$ cat src/rtl/calculator_input_ctrl.sv
// Keypad/cursor input controller for the on-screen calculator: converts button
// edges into cursor moves and key actions, and latches operands for the ALU.

module calculator_input_ctrl_checker (
  input logic       clk,
  input logic       rst_n,
  input logic       calc_go,
  input logic [2:0] pos_x
);
  // calc_go is a single-cycle pulse; the cursor never leaves the 6-column grid
  a_go_single: assert property (@(posedge clk) disable iff (!rst_n) calc_go |=> !calc_go);
  a_pos_x_range: assert property (@(posedge clk) disable iff (!rst_n) pos_x <= 3'd5);
endmodule

module calculator_input_ctrl #(
  parameter int MAX_DIGITS = 4
) (
  input  logic        clk,
  input  logic        rst_n,
  input  logic        btn_c,
  input  logic        btn_u,
  input  logic        btn_d,
  input  logic        btn_l,
  input  logic        btn_r,
  input  logic        mode,
  input  logic [15:0] result,
  output logic [2:0]  pos_x,
  output logic [1:0]  pos_y,
  output logic [15:0] op1,
  output logic [15:0] op2,
  output logic [2:0]  op,
  output logic [15:0] input_screen,
  output logic        calc_go
);

  typedef enum logic [1:0] {
    S_OP1    = 2'd0,
    S_OP2    = 2'd1,
    S_RESULT = 2'd2
  } state_t;

  typedef enum logic [2:0] {
    A_NONE  = 3'd0,
    A_KEY   = 3'd1,
    A_UP    = 3'd2,
    A_DOWN  = 3'd3,
    A_LEFT  = 3'd4,
    A_RIGHT = 3'd5
  } action_t;

  localparam logic [2:0] MAX_CNT = 3'(MAX_DIGITS);

  logic [4:0]  btn_s;
  logic [4:0]  btn_prev_r;
  logic [4:0]  evt_s;
  action_t     action_s;
  logic [4:0]  key_s;
  logic [3:0]  digit_s;
  logic        digit_ok_s;

  state_t      state_r,        state_nxt_s;
  logic [2:0]  pos_x_r,        pos_x_nxt_s;
  logic [1:0]  pos_y_r,        pos_y_nxt_s;
  logic [15:0] op1_r,          op1_nxt_s;
  logic [15:0] op2_r,          op2_nxt_s;
  logic [2:0]  op_r,           op_nxt_s;
  logic [15:0] input_screen_r, input_screen_nxt_s;
  logic [2:0]  count_r,        count_nxt_s;
  logic        calc_go_r,      calc_go_nxt_s;

  assign btn_s      = {btn_c, btn_u, btn_d, btn_l, btn_r};
  assign evt_s      = btn_s & ~btn_prev_r;
  assign key_s      = ({3'b000, pos_y_r} * 5'd6) + {2'b00, pos_x_r};
  assign digit_s    = key_s[3:0];
  assign digit_ok_s = (key_s < 5'd16) && (mode || (digit_s <= 4'd9));

  // Pick the single highest-priority event; the rest are dropped this cycle
  always_comb begin
    action_s = A_NONE;
    if (evt_s[4]) begin
      action_s = A_KEY;
    end else if (evt_s[3]) begin
      action_s = A_UP;
    end else if (evt_s[2]) begin
      action_s = A_DOWN;
    end else if (evt_s[1]) begin
      action_s = A_LEFT;
    end else if (evt_s[0]) begin
      action_s = A_RIGHT;
    end else begin
      action_s = A_NONE;
    end
  end

  // Next-state and next-output logic for cursor, entry buffer and operands
  always_comb begin
    state_nxt_s        = state_r;
    pos_x_nxt_s        = pos_x_r;
    pos_y_nxt_s        = pos_y_r;
    op1_nxt_s          = op1_r;
    op2_nxt_s          = op2_r;
    op_nxt_s           = op_r;
    input_screen_nxt_s = input_screen_r;
    count_nxt_s        = count_r;
    calc_go_nxt_s      = 1'b0;

    case (action_s)
      A_UP:    pos_y_nxt_s = pos_y_r - 2'd1;
      A_DOWN:  pos_y_nxt_s = pos_y_r + 2'd1;
      A_LEFT:  pos_x_nxt_s = (pos_x_r == 3'd0) ? 3'd5 : (pos_x_r - 3'd1);
      A_RIGHT: pos_x_nxt_s = (pos_x_r == 3'd5) ? 3'd0 : (pos_x_r + 3'd1);
      A_KEY: begin
        if (key_s < 5'd16) begin
          if (digit_ok_s) begin
            // A digit after a result starts a fresh first operand
            if (state_r == S_RESULT) begin
              input_screen_nxt_s = {12'h000, digit_s};
              count_nxt_s        = 3'd1;
              state_nxt_s        = S_OP1;
            end else if (count_r < MAX_CNT) begin
              input_screen_nxt_s = {input_screen_r[11:0], digit_s};
              count_nxt_s        = count_r + 3'd1;
            end else begin
              input_screen_nxt_s = input_screen_r;
            end
          end else begin
            count_nxt_s = count_r;
          end
        end else begin
          case (key_s)
            5'd16, 5'd17, 5'd18, 5'd19, 5'd20: begin
              op_nxt_s = key_s[2:0];
              case (state_r)
                S_OP1: begin
                  op1_nxt_s          = input_screen_r;
                  input_screen_nxt_s = 16'h0000;
                  count_nxt_s        = 3'd0;
                  state_nxt_s        = S_OP2;
                end
                S_RESULT: begin
                  op1_nxt_s          = result;
                  input_screen_nxt_s = 16'h0000;
                  count_nxt_s        = 3'd0;
                  state_nxt_s        = S_OP2;
                end
                S_OP2:   state_nxt_s = S_OP2;
                default: state_nxt_s = S_OP1;
              endcase
            end
            5'd21: begin
              input_screen_nxt_s = 16'h0000;
              count_nxt_s        = 3'd0;
            end
            5'd22: begin
              input_screen_nxt_s = 16'h0000;
              count_nxt_s        = 3'd0;
              op1_nxt_s          = 16'h0000;
              op2_nxt_s          = 16'h0000;
              op_nxt_s           = 3'd0;
              state_nxt_s        = S_OP1;
            end
            5'd23: begin
              if (state_r == S_OP2) begin
                op2_nxt_s     = input_screen_r;
                calc_go_nxt_s = 1'b1;
                state_nxt_s   = S_RESULT;
              end else begin
                calc_go_nxt_s = 1'b0;
              end
            end
            default: calc_go_nxt_s = 1'b0;
          endcase
        end
      end
      default: calc_go_nxt_s = 1'b0;
    endcase
  end

  // State and output registers; buttons held through reset must not fire
  always_ff @(posedge clk or negedge rst_n) begin
    if (!rst_n) begin
      btn_prev_r     <= 5'b11111;
      state_r        <= S_OP1;
      pos_x_r        <= 3'd0;
      pos_y_r        <= 2'd0;
      op1_r          <= 16'h0000;
      op2_r          <= 16'h0000;
      op_r           <= 3'd0;
      input_screen_r <= 16'h0000;
      count_r        <= 3'd0;
      calc_go_r      <= 1'b0;
    end else begin
      btn_prev_r     <= btn_s;
      state_r        <= state_nxt_s;
      pos_x_r        <= pos_x_nxt_s;
      pos_y_r        <= pos_y_nxt_s;
      op1_r          <= op1_nxt_s;
      op2_r          <= op2_nxt_s;
      op_r           <= op_nxt_s;
      input_screen_r <= input_screen_nxt_s;
      count_r        <= count_nxt_s;
      calc_go_r      <= calc_go_nxt_s;
    end
  end

  assign pos_x        = pos_x_r;
  assign pos_y        = pos_y_r;
  assign op1          = op1_r;
  assign op2          = op2_r;
  assign op           = op_r;
  assign input_screen = input_screen_r;
  assign calc_go      = calc_go_r;

  calculator_input_ctrl_checker u_checker (
    .clk     (clk),
    .rst_n   (rst_n),
    .calc_go (calc_go_r),
    .pos_x   (pos_x_r)
  );

endmodule

$ cat config.mk
export PLATFORM = sky130hd
export DESIGN_NAME = calculator_input_ctrl
export DESIGN_NICKNAME = d
export VERILOG_FILES = /design/src/rtl/calculator_input_ctrl.sv
export SDC_FILE = /design/constraint.sdc
export NUM_CORES = 1
export LEC_CHECK = 0
export CAP_MARGIN = 20
export CORE_ASPECT_RATIO = 1.75
export CORE_MARGIN = 5
export CORE_UTILIZATION = 49
export DETAILED_ROUTE_END_ITERATION = 8
export PLACE_DENSITY = 0.79
export SLEW_MARGIN = 40
export SYNTH_ARGS = -nofsm -noshare
export SYNTH_HDL_FRONTEND = slang
export SYNTH_SLANG_ARGS = --single-unit
export TNS_END_PERCENT = 1
$ cat constraint.sdc
create_clock -name clk -period 3.6 [get_ports clk]
set_input_delay 0.54 -clock clk [delete_from_list [all_inputs] [get_ports clk]]
set_output_delay 0.54 -clock clk [all_outputs]
set_load 0.02 [all_outputs]
# Word level (Yosys, flattened, before mapping)
# Cells that the tools add are included.
# word_totals
ff_bits,67
latch_bits,0
ram_bits,0
romBits,0
inputBits,24
out_inout_bits,57
elab_cells,101
n_memories,0
# op_classes
addsub,6
mul,1
n_div,0
order_cmp,3
eq_ne,23
shifts,0
muxes,36
n_bitwise,3
reduce_logical,19
# ops
op,count
case mux 16 bit (2 select lines),4
two-way mux 16 bit,6
"equality test 5 bit, second input constant",8
two-way mux 3 bit,12
case mux 3 bit (2 select lines),3
AND reduction 5 bit,2
"equality test 3 bit, second input constant",3
"inequality test 3 bit, second input constant",3
two-way mux 2 bit,4
AND reduction 4 bit,2
nonzero test 2 bit,4
"adder 3 x 1 -> 3 bit, second input constant",2
"equality test 3 x 2 -> 1 bit, second input constant",2
case mux 2 bit (3 select lines),1
adder 5 x 3 -> 5 bit,1
bitwise AND 5 bit,1
"< comparator 5 bit, second input constant",1
two-way mux 1 bit,5
inverter 5 bit,1
OR reduction 5 bit,1
"less-or-equal comparator 4 bit, second input constant",1
"multiplier 2 x 2 -> 4 bit, second input constant",1
"inequality test 2 bit, second input constant",2
case mux 2 bit (2 select lines),1
19 further kinds,20

# Longest topological paths before layout
# depth
word_depth,9
mapped_depth,11
ltp_nobuf,9

# Worst setup path after synthesis
# No wires, ideal clock.
# synth_path
path_type,reg2reg
startpoint,"reg pos_y_r[0], in the netlist pos_y[0]"
endpoint,"reg input_screen_r[0], in the netlist input_screen[0]"
setup_time_ps,125
arrival_time_ps,2724
required_ps,3475
setup_slack_ps,751
stages_incl_launch_ff,10
n_path_buf,1
synth_period_minus_slack_ps,2849
path_cell_list,dfrtp_1 -> inv_1 -> ha_1 -> fa_1 -> buf_2 -> nor2b_1 -> a21oi_1 -> mux2i_1 -> nor3_4 -> mux2_4
# synth_between
elab_chain_cells,7
word_cells_on_any_way,22
classes_between,1 x add/sub; 1 x mul; 2 x order compare; 10 x eq/ne; 2 x mux; 6 x reduce/logical
# synth_lines
element,line,source
from (decl),63,"logic [1:0] pos_y_r, pos_y_nxt_s;"
from (signal assigned),196,pos_y_r <= pos_y_nxt_s;
multiplier 2 x 2 -> 4 bit (*),73,"assign key_s = ({3'b000, pos_y_r} * 5'd6) + {2'b00, pos_x_r};"
adder 5 x 3 -> 5 bit (*),73,
less-or-equal comparator 4 bit,75,assign digit_ok_s = (key_s < 5'd16) && (mode || (digit_s <= 4'd9));
logical OR 1 bit,75,
logical AND 1 bit,75,
inequality test 2 bit (no line),n/a,
AND reduction 5 bit (no line),n/a,
to (signal assigned),200,input_screen_r <= input_screen_nxt_s;
to (decl),67,"logic [15:0] input_screen_r, input_screen_nxt_s;"
# Every way passes the cells marked *; elsewhere a longest branch is shown, timed or not.
# A chain may end at the register's enable or synchronous reset.

# Worst setup path in the final report
# layout_path
startpoint,"reg pos_y_r[0], in the netlist pos_y[0]"
endpoint,"reg op2_r[3], in the netlist op2[3]"
# layout_between
elab_chain_cells,5
word_cells_on_any_way,10
classes_between,1 x add/sub; 1 x mul; 1 x order compare; 3 x eq/ne; 1 x mux; 1 x bitwise; 2 x reduce/logical
# layout_lines
element,line,source
multiplier 2 x 2 -> 4 bit (*),73,
adder 5 x 3 -> 5 bit (*),73,
< comparator 5 bit / equality test 5 bit (equally long branches),"113, 130",
"inverter 1 bit (no line), or another cell as far along",n/a,
AND reduction 4 bit (no line),n/a,
to (signal assigned),198,op2_r <= op2_nxt_s;
to (decl),65,"logic [15:0] op2_r, op2_nxt_s;"
# Marked as above.

==> results.sh <==
export IMPL_reg2reg_from="pos_y[0]"
export IMPL_drt_pass1_iterations=4
export IMPL_synth_edf_count=0
export IMPL_placeableCoreArea_mm2=0.00654
export IMPL_period_share=0.869
export IMPL_synth_xor_xnor_area_share=0.0107
export IMPL_routed_wl_um=8930
export IMPL_syn_area_per_cell_um2=10.7
export IMPL_worstSkewPairLatency_ns=0.33
export IMPL_syn_num_nets=339
export IMPL_grt_ovfl_total=0
export IMPL_whs_ns=0.147
export IMPL_first_iter_violations=245
export IMPL_start_util=0.503
export IMPL_final_area_mm2=0.00446
export IMPL_postRouteAntennaNets=0
export IMPL_ctsResizeCount=0
export IMPL_cts_sinks=67
export IMPL_cts_tree="done"
export IMPL_fp_dieH_um=118
export IMPL_diodes=0
export IMPL_cp_required_ns=3.87
export IMPL_die_w_um=71.9
export IMPL_critPathKind="reg -> reg"
export IMPL_grt_first_pass_wirelength_um=14300
export IMPL_dieArea_mm2=0.00851
export IMPL_status="finished, final reports clean"
export IMPL_slew_viol_final=0
export IMPL_synth_top_flop_cell="dfrtp_1"
export IMPL_end_kind="flip-flop"
export IMPL_hp_class="in -> async"
export IMPL_worst_pin_slew_ns=0.751
export IMPL_drive_above_1_share=0.114
export IMPL_synth_cell_type_count=54
export IMPL_muxShareOfSynthArea=0.0909
export IMPL_viasPerCell=5.67
export IMPL_pwr_density_cell_mw_per_mm2=992
export IMPL_drv_cap=0
export IMPL_rsz0062_at_grt="false"
export IMPL_cts_buffer_depth=2
export IMPL_grt_pass1_vias=2828
export IMPL_period_minus_slack_ns=3.13
export IMPL_max_freq_ghz=0.320
export IMPL_ios=81
export IMPL_leakagePower_nw=1.96
export IMPL_htree_levels=3
export IMPL_ys_seq_area_frac=0.512
export IMPL_synthArstFlopShare=1.00
export IMPL_yosysWarnings=0
export IMPL_setup_tns_ns=0
export IMPL_ir_drop_mv=0.504
export IMPL_grt_max_degree=34
export IMPL_yosys_area_share_simple=0.122
export IMPL_setup_violations=0
export IMPL_final_hold_viol_count=0
export IMPL_synthesis_instances=308
export IMPL_critPathLaunch="pos_y[0]"
export IMPL_final_core_util=0.682
export IMPL_clock_skew_ns=0.00412
export IMPL_io_buffers=80
export IMPL_numCtsBuffers=9
export IMPL_track_usage=0.219
export IMPL_routedWlPerCell_um=18.7
export IMPL_total_power_mw=4.42
export IMPL_gp_congestion=0.839
export IMPL_post_cts_repair_setup_buffers=0
export IMPL_clkSlewWorstSetupHoldPaths_ns=0.06
export IMPL_synthesis_area_mm2=0.00329
export IMPL_critPathMaxFanout=18
export IMPL_critical_path_arrival_ns=3.40
export IMPL_layout_common_cells="clkdlybuf4s50_1, dfrtp_1, nand2_1"
export IMPL_place_hpwl_um=6670
export IMPL_ys_ff_latch=67
export IMPL_drc=0
export IMPL_cts_hold_buf=0
export IMPL_vias=2705
export IMPL_ctsRootBufferMaster="clkbuf_16"
export IMPL_maxSlewHeadroom=0.498
export IMPL_areaGrowthSynthToFinish_pct=35.5
export IMPL_antenna_found_initial=0
export IMPL_synth_top_family_by_area="compound AO/OA/AOI/OAI gates"
export IMPL_rows=39
export IMPL_final_common_cell="clkdlybuf4s50_1"
export IMPL_nNetsFinal=421
export IMPL_synth_fa_ha_area_frac=0.0289
export IMPL_crit_path_start_kind="flip-flop"
export IMPL_detailed_place_area_mm2=0.00415
export IMPL_synth_compound_area_share=0.183
[cell usage after synthesis, types with 3 or more instances]
library cell	n	area [um^2]
dfrtp_1	62	1550
nand2_1	37	139
nor2_1	23	86.3
inv_1	22	82.6
a21oi_1	20	100
mux2i_1	19	190
a22o_1	16	140
o31ai_1	16	120
clkbuf_1	8	30.0
nand2b_1	8	50.1
ha_1	6	75.1
dfstp_2	5	131
mux2_4	5	75.1
nor2b_1	5	31.3
buf_2	3	15.0
o21ai_1	3	15.0
o22ai_1	3	18.8
xnor2_1	3	26.3
[stage by stage]
| step | instances | worst slack (ns) |
|---|---|---|
| after global routing | 477 | 0.281 |
| after floorplan | 308 | 0.751 |
| after CTS | 477 | 0.492 |
| after detailed placement | 461 | 0.540 |
| after global placement | 461 | 0.608 |
| final | 477 | 0.473 |
[sequential cells by signal, summed over array words and instances (netlist names)]
register	count
btn_prev_r	5
calc_go	1
count_r	3
input_screen	16
op	3
op1	16
op2	16
pos_x	3
pos_y	2
state_r	2
[path summary, 6_finish.rpt]
check	depth (start not counted)	slack, ns	end
min reg2reg	2	0.48	op1[7]
max reg2reg	8	0.47	op2[3]
max in group asynchronous	2	2.85	op1[2]
max	8	0.47	op2[3]
min	1	0.15	count_r[0]
min in group clk	2	0.48	op1[7]
[logic make-up after synthesis]
| logic type | Yosys count |
|---|---|
| XOR/XNOR | 4 |
| buffers and inverters | 38 |
| multiplexers | 26 |
| adder cells (fa/ha/maj) | 7 |
| flip-flops | 67 |
| AO/OA/AOI/OAI | 81 |
| AND/OR/NAND/NOR | 85 |
[final cells by class]
class,instances,area [um^2]
fill,502,2080
timing repair buffer,87,851
multi-input combinational,203,1430
sequential,67,1680
tap,82,103
inverter,22,82.6
clock buffer,10,239
clock inverter,6,65.1
[critical path: stages (launching register included)]
cell	delay, ns
dfrtp_1	0.41
inv_1	0.10
ha_1	0.35
fa_1	0.50
nor3b_1	0.40
mux2i_4	0.16
a21oi_4	0.26
and4_1	0.64
a22o_1	0.25
[power by group]
part	total [mW]	switching, mW	internal, mW	leakage, nW
Combinational	2.27	1.25	1.02	0.950
Clock	0.876	0.322	0.554	0.148
Sequential	1.28	0.259	1.02	0.862
Total	4.42	1.83	2.60	1.96
[routing by layer]
metal	global-route usage	vias up	wire length (um)
met5	0	-	0
met4	0.108	0	384
met3	0.0501	31	532
met2	0.397	107	4930
met1	0.228	1317	3080
li1	-	1250	-
Note: power is estimated with default switching activity, not from simulation.
